### src/rtl/csa_sum_accumulator.sv
// csa_sum_accumulator: sums one frame of adder words, counts carries and words, emits one result per frame
module csa_sum_accumulator #(
   parameter int WIDTH   = 64,
   parameter int COUNT_W = 8
) (
   input  logic               clk,
   input  logic               rst,
   input  logic               in_valid,
   output logic               in_ready,
   input  logic [WIDTH-1:0]   in_sum,
   input  logic               in_cout,
   input  logic               in_last,
   output logic               out_valid,
   input  logic               out_ready,
   output logic [WIDTH-1:0]   out_acc,
   output logic [COUNT_W-1:0] out_carries,
   output logic [COUNT_W-1:0] out_words
);
   localparam logic ACCUM = 1'b0;
   localparam logic DONE  = 1'b1;
   localparam logic [COUNT_W-1:0] CMAX = '1;
   logic               state;
   logic               first;
   logic [WIDTH-1:0]   acc;
   logic [COUNT_W-1:0] carries;
   logic [COUNT_W-1:0] words;
   logic [WIDTH:0]     sum_ext;
   logic               ovf;
   logic [COUNT_W+1:0] car_sum;
   logic [WIDTH-1:0]   acc_nxt;
   logic [COUNT_W-1:0] car_nxt;
   logic [COUNT_W-1:0] words_nxt;
   logic               accept;
   assign in_ready  = state == ACCUM;
   assign out_valid = state == DONE;
   assign accept    = in_valid & in_ready;
   // the first word of a frame loads directly, so it can never overflow
   always_comb begin
      sum_ext   = {1'b0, acc} + {1'b0, in_sum};
      ovf       = ~first & sum_ext[WIDTH];
      acc_nxt   = first ? in_sum : sum_ext[WIDTH-1:0];
      car_sum   = {2'b00, carries} + (COUNT_W+2)'(in_cout) + (COUNT_W+2)'(ovf);
      car_nxt   = car_sum > {2'b00, CMAX} ? CMAX : car_sum[COUNT_W-1:0];
      words_nxt = words == CMAX ? words : words + COUNT_W'(1);
   end
   always_ff @(posedge clk) begin
      if (rst) begin
         state       <= ACCUM;
         first       <= 1'b1;
         acc         <= '0;
         carries     <= '0;
         words       <= '0;
         out_acc     <= '0;
         out_carries <= '0;
         out_words   <= '0;
      end else if (accept) begin
         acc     <= acc_nxt;
         carries <= car_nxt;
         words   <= words_nxt;
         first   <= 1'b0;
         if (in_last) begin
            state       <= DONE;
            out_acc     <= acc_nxt;
            out_carries <= car_nxt;
            out_words   <= words_nxt;
         end
      end else if (state == DONE && out_ready) begin
         state   <= ACCUM;
         first   <= 1'b1;
         acc     <= '0;
         carries <= '0;
         words   <= '0;
      end
   end
endmodule

### config.mk
export PLATFORM = sky130hd
export DESIGN_NAME = csa_sum_accumulator
export DESIGN_NICKNAME = d
export VERILOG_FILES = /design/src/rtl/csa_sum_accumulator.sv
export SDC_FILE = /design/constraint.sdc
export NUM_CORES = 1
export LEC_CHECK = 0
export BUFFER_PORTS_ARGS = -buffer_cell sky130_fd_sc_hd__buf_2
export CORE_ASPECT_RATIO = 0.75
export CORE_MARGIN = 2
export CORE_UTILIZATION = 53
export DETAILED_ROUTE_END_ITERATION = 7
export PLACE_DENSITY = 0.81
export SYNTH_ARGS = -nofsm -noshare
export SYNTH_HDL_FRONTEND = slang
export SYNTH_SLANG_ARGS = --single-unit
### constraint.sdc
create_clock -name clk -period 4.13 [get_ports clk]
set_input_delay 0.2065 -clock clk [delete_from_list [all_inputs] [get_ports clk]]
set_output_delay 0.2065 -clock clk [all_outputs]
set_load 0.1 [all_outputs]
# Word-level counts from Yosys, hierarchy flattened
# Index checks and enable logic that the tools add are counted.
dict set report classes {
  eq_ne 2
  order_cmp 1
  reduce_logical 4
  bitwise_logic 4
  muxes 13
  add_sub_neg 4
}
# operator n
set ops {}
lappend ops {{$mux W64} 3}
lappend ops {{$add A64 B64 Y65} 1}
lappend ops {{$mux W8} 5}
lappend ops {{$add A9 B1 Y10} 1}
lappend ops {{$gt A10 B8 Y1 const B} 1}
lappend ops {{$add A8 B1 Y9} 1}
lappend ops {{$add A8 B1 Y8 const B} 1}
lappend ops {{$eq A8 B8 Y1 const B} 1}
lappend ops {{$mux W1} 5}
lappend ops {{$reduce_and A2 Y1} 2}
lappend ops {{$and A1 B1 Y1} 2}
lappend ops {{$ne A2 B2 Y1 const B} 1}
lappend ops {{$not A1 Y1} 2}
lappend ops {{$reduce_bool A2 Y1} 1}
lappend ops {{$logic_and A1 B1 Y1} 1}
dict set report word_totals {
  in_bits 70
  out_inout_bits 82
  regBits 162
}

# Longest topological paths before layout
dict set report depth {
  word_depth 6
  mapped_depth 24
}

# Worst setup path after synthesis
# OpenSTA, ideal clock, no wires.
dict set report synth_path {
  path_kind {reg-to-reg}
  start {register acc[0]}
  end {register carries[0]}
  setup_ns 0.065
  path_stages_with_launch 24
  setup_slack_ns -0.301
  arrival_time_ns 4.366
  period_less_slack_ns 4.431
  cell_sequence {dfxtp_1 -> ha_1 -> inv_1 -> fa_1 -> nor2b_1 -> o2111ai_2 -> a21boi_2 -> o211a_1 -> a31oi_2 -> o31ai_4 -> a211oi_2 -> nor3_1 -> o21a_1 -> o21ai_1 -> fa_1 -> inv_1 -> ha_1 -> and3_1 -> and3_1 -> clkbuf_1 -> nand3_1 -> a21oi_1 -> a21oi_1 -> nor2_1}
}
dict set report synth_via {
  elab_chain_len 6
}
# element line_no
set synth_lines {}
lappend synth_lines {{from (decl)} 24} ;# logic [WIDTH-1:0] acc;
lappend synth_lines {{from (signal assigned)} 57} ;# acc <= acc_nxt;
lappend synth_lines {{$add A64 B64 Y65 (*)} 39} ;# sum_ext = {1'b0, acc} + {1'b0, in_sum};
lappend synth_lines {{$and A1 B1 Y1 (*)} 40} ;# ovf = ~first & sum_ext[WIDTH];
lappend synth_lines {{$add A9 B1 Y10 (*)} 42} ;# car_sum = {2'b00, carries} + (COUNT_W+2)'(in_cout) + (COUNT_W+2)'(ovf);
lappend synth_lines {{$gt A10 B8 Y1} 43} ;# car_nxt = car_sum > {2'b00, CMAX} ? CMAX : car_sum[COUNT_W-1:0];
lappend synth_lines {{$mux W8 (*)} 43}
lappend synth_lines {{$mux W8 (*)} 56} ;# end else if (accept) begin
lappend synth_lines {{to (signal assigned)} 58} ;# carries <= car_nxt;
lappend synth_lines {{to (decl)} 25} ;# logic [COUNT_W-1:0] carries;
# Mark *: on every way between the ends. The rest lies on a longest branch, timed or not.
# A chain may end at the register's enable or synchronous reset.

# Worst setup path after layout
dict set report layout_path {
  start {register acc[0]}
  end {register out_carries[7]}
}
dict set report layout_via {
  elab_chain_len 5
}
# element line_no
set layout_lines {}
lappend layout_lines {{$add A64 B64 Y65 (*)} 39}
lappend layout_lines {{$and A1 B1 Y1 (*)} 40}
lappend layout_lines {{$add A9 B1 Y10 (*)} 42}
lappend layout_lines {{$gt A10 B8 Y1} 43}
lappend layout_lines {{$mux W8 (*)} 43}
lappend layout_lines {{to (signal assigned)} 64} ;# out_carries <= car_nxt;
lappend layout_lines {{to (decl)} 16} ;# output logic [COUNT_W-1:0] out_carries,
# Marked as above.

==> run summary <==
Average routed wire per standard cell = 18.2 µm
Largest family of logic cells by synthesized area = compound AO/OA/AOI/OAI gates
DRC violation count after routing = 0
Remaining global-route overflow = 0
Sequential element share of the synthesized area = 0.305
WS Path Type = flip-flop to flip-flop
Final WS setup = 0.0735 ns
Total via count in the routed design = 11.3k
Worst Setup SP = acc[0]$_SDFFE_PP0P_
Final cell count without fillers = 1811
Most frequent cells in the layout = 166 x nor2_1, 160 x dfxtp_1, 153 x nand2_1
Pin count of the biggest net entering global routing = 79
Synthesized area divided by synthesized cell count = 7.63 µm²
Minimum clock period = 4.06 ns
Growth of design area from synthesis to finish = 20.3%
Arrival time worst endpoint = 4.43 ns
Nets in the synthesized netlist = 1532
Drt via density = 6.22
Worst-margin pin slew = 1.18 ns
Length of the first detailed-routing pass in iterations = 6
Launch point of the worst hold path = in_sum[19]
Data required time of the worst path = 4.51 ns
Outcome = finished clean
Max-Cap Viols = 0
Clk Tree Root Cell = clkbuf_16
Post-Route Setup TNS = 0 ns
Share of synthesized flip-flops with an asynchronous set or reset = 0
Die width = 168 µm
Peak Freq = 247 MHz
First DRT Iteration DRCs = 1119
Vias in the first global route = 10.5k
Seq cells post-synth = 162
Core region area = 0.0195 mm²
Port Buffers = 151
Placement row count = 44
Worst Setup End Kind = flip-flop
Final total power = 5.24 mW
Yosys top cell area share = 0.305
Yosys warnings = 0
XOR/XNOR Fraction of Synth Area = 0.0428
EDFF count, synth = 0
# setup viols final = 0
Num CTS Buffers = 17
Launching point of the worst reg2reg path = acc[0]$_SDFFE_PP0P_
Post-Synthesis Cell Area = 0.0106 mm²
Initial antenna violation count = 2
P per Cell Area = 409 mW/mm²
Top area cells in the synthesized netlist = dfxtp_1 30%, ha_1 7.8%, a21oi_1 6.9%
CP max FO = 3
Die Area = 0.0212 mm²
Die boundary height = 127 µm
Initial Utilization = 0.544
Setup repair after global routing missed its margin = true
CTS clk-pin slew, worst paths = 0.07 ns
Multiplexer fraction of the synthesized cell area = 0.0219
Headroom to the max-slew limit = 0.209
Adder-cell share of the synthesized area = 0.0814
Net count, final = 1681
Largest area contributor in the synthesized netlist = dfxtp_1
Clock tree from TritonCTS = done
Maximum vdd drop = 0.268 mV
Setup crit start kind = flip-flop
Routability-driven placement congestion ratio = 0.965
Estimated wirelength of the detail-placed design = 23000 µm
Worst skew pair latency = 0.44 ns
Wire length of the first global-routing pass = 53200 µm
Cell Count Post-Placement = 1772
Total length of routed wires = 33000 µm
# clock sinks = 162
Fraction of the mapped netlist area in compound gates = 0.300
Synthesized-area fraction occupied by and/or/nand/nor cells = 0.204
Static leakage = 5.44 nW
Final ANT Viol Nets = 0
I/O pin count = 152
Worst clock skew on the final layout = 0.00777 ns
Dominant synthesized flop cell = dfxtp_1
Leading cell type in the layout, fill and taps excluded = nor2_1
Number of hold-slack violations in the final timing report = 0
Fraction of the cycle the final worst path needs = 0.982
Global routing usage summed across all routing layers = 0.305
Gate Count Post-Synth = 1394
Final Slew Violations = 0
H-Tree Level Count = 4
Classification of the worst-slack hold path = input pin to flip-flop
Unique masters post-synth = 80
Hold slack = 0.0903 ns
Layout cell share with drive strength beyond 1 = 0.204
Dpl ws = -0.110 ns
Maximum clock path buffer count = 2
[power breakdown]
part,leakage (nW),switching [mW],internal (mW)
clock network,0.314,0.700,1.07
logic,3.79,1.19,0.538
registers,1.33,0.0716,1.67
total,5.44,1.96,3.28
[logic make-up (layout without fill, tap and decap cells)]
family,after synthesis,count (layout)
buffers and inverters,123,285
DFF,162,162
adders and majority gates,68,68
AOI/OAI and AO/OA,483,483
xor gates and xnor gates,52,52
muxes,23,23
other,0,2
and+or+nand+nor,483,483
[path summary, 6_finish.rpt]
kind                                       to  slack (ns)  cells after the start
setup / recovery  out_carries[7]$_SDFFE_PP0P_        0.07                     23
hold reg to reg       out_acc[9]$_SDFFE_PP0P_        0.45                      2
hold / removal       out_acc[19]$_SDFFE_PP0P_        0.09                      3
setup reg to reg  out_carries[7]$_SDFFE_PP0P_        0.07                     23
[per-layer routing]
metal  GRT usage  share of wire
met1       0.428           0.46
met5           0              0
met2       0.479           0.44
met3      0.0562          0.086
met4      0.0931          0.021
[layout make-up]
type                    instances  area (µm²)
diodes                          2        5.00
clock buffers                  21         470
clock inverters                11         173
fillers                      1660        6740
inverters                      35         131
multi-input cells            1109        7170
flip-flops and latches        162        3250
well taps                     253         317
repair buffers                218        1280
[cells in the mapped netlist (12+ instances only)]
cell type  number
inv_1          35
clkbuf_1       68
a31oi_1        15
o21ai_0        84
o211ai_1       12
dfxtp_1       162
a21oi_1       147
a32oi_1        24
a21o_1         30
xor2_1         14
nand3_1        39
a211oi_1       40
a22oi_1        33
xnor2_1        38
nand4_1        19
ha_1           66
mux2i_1        21
nor3_1         39
nor2_1        167
o21ai_1        13
nand2_1       154
[repair_timing]
item	4_1_cts	5_1_grt
pin swaps	11	11
hold endpoints to repair	0	0
setup buffers	4	1
resized for setup	7	25
endpoints found under the setup margin	15	16
cloned	0	0
hold buffers	0	0
[registers in the layout, indices dropped and copies added (netlist names)]
name and flops:
acc 64, out_acc 64, carries 8, out_carries 8, out_words 8, words 8, first 1, out_valid 1
[critical path, stage by stage, from the launching register on]
cell	delay [ns]
dfxtp_2	0.35
ha_4	0.14
inv_2	0.04
fa_2	0.36
nor2b_4	0.16
o2111ai_4	0.14
a21boi_2	0.23
o211a_1	0.22
a31oi_4	0.12
o31ai_4	0.22
a211oi_2	0.12
nor3_1	0.18
o21a_1	0.16
o21ai_2	0.07
fa_2	0.36
inv_2	0.07
ha_4	0.12
and3_4	0.18
and3_4	0.20
nor2_1	0.04
mux2_4	0.26
nor2_1	0.09
a21oi_1	0.06
nor2_1	0.11
[through the flow]
stage          utilization  instance area (µm²)
6_report             0.655                12800
5_1_grt              0.655                12800
4_1_cts              0.647                12600
3_5_place_dp         0.610                11900
3_3_place_gp         0.610                11900
2_1_floorplan            -                10700
No activity file was read; power rests on OpenSTA's default activity.
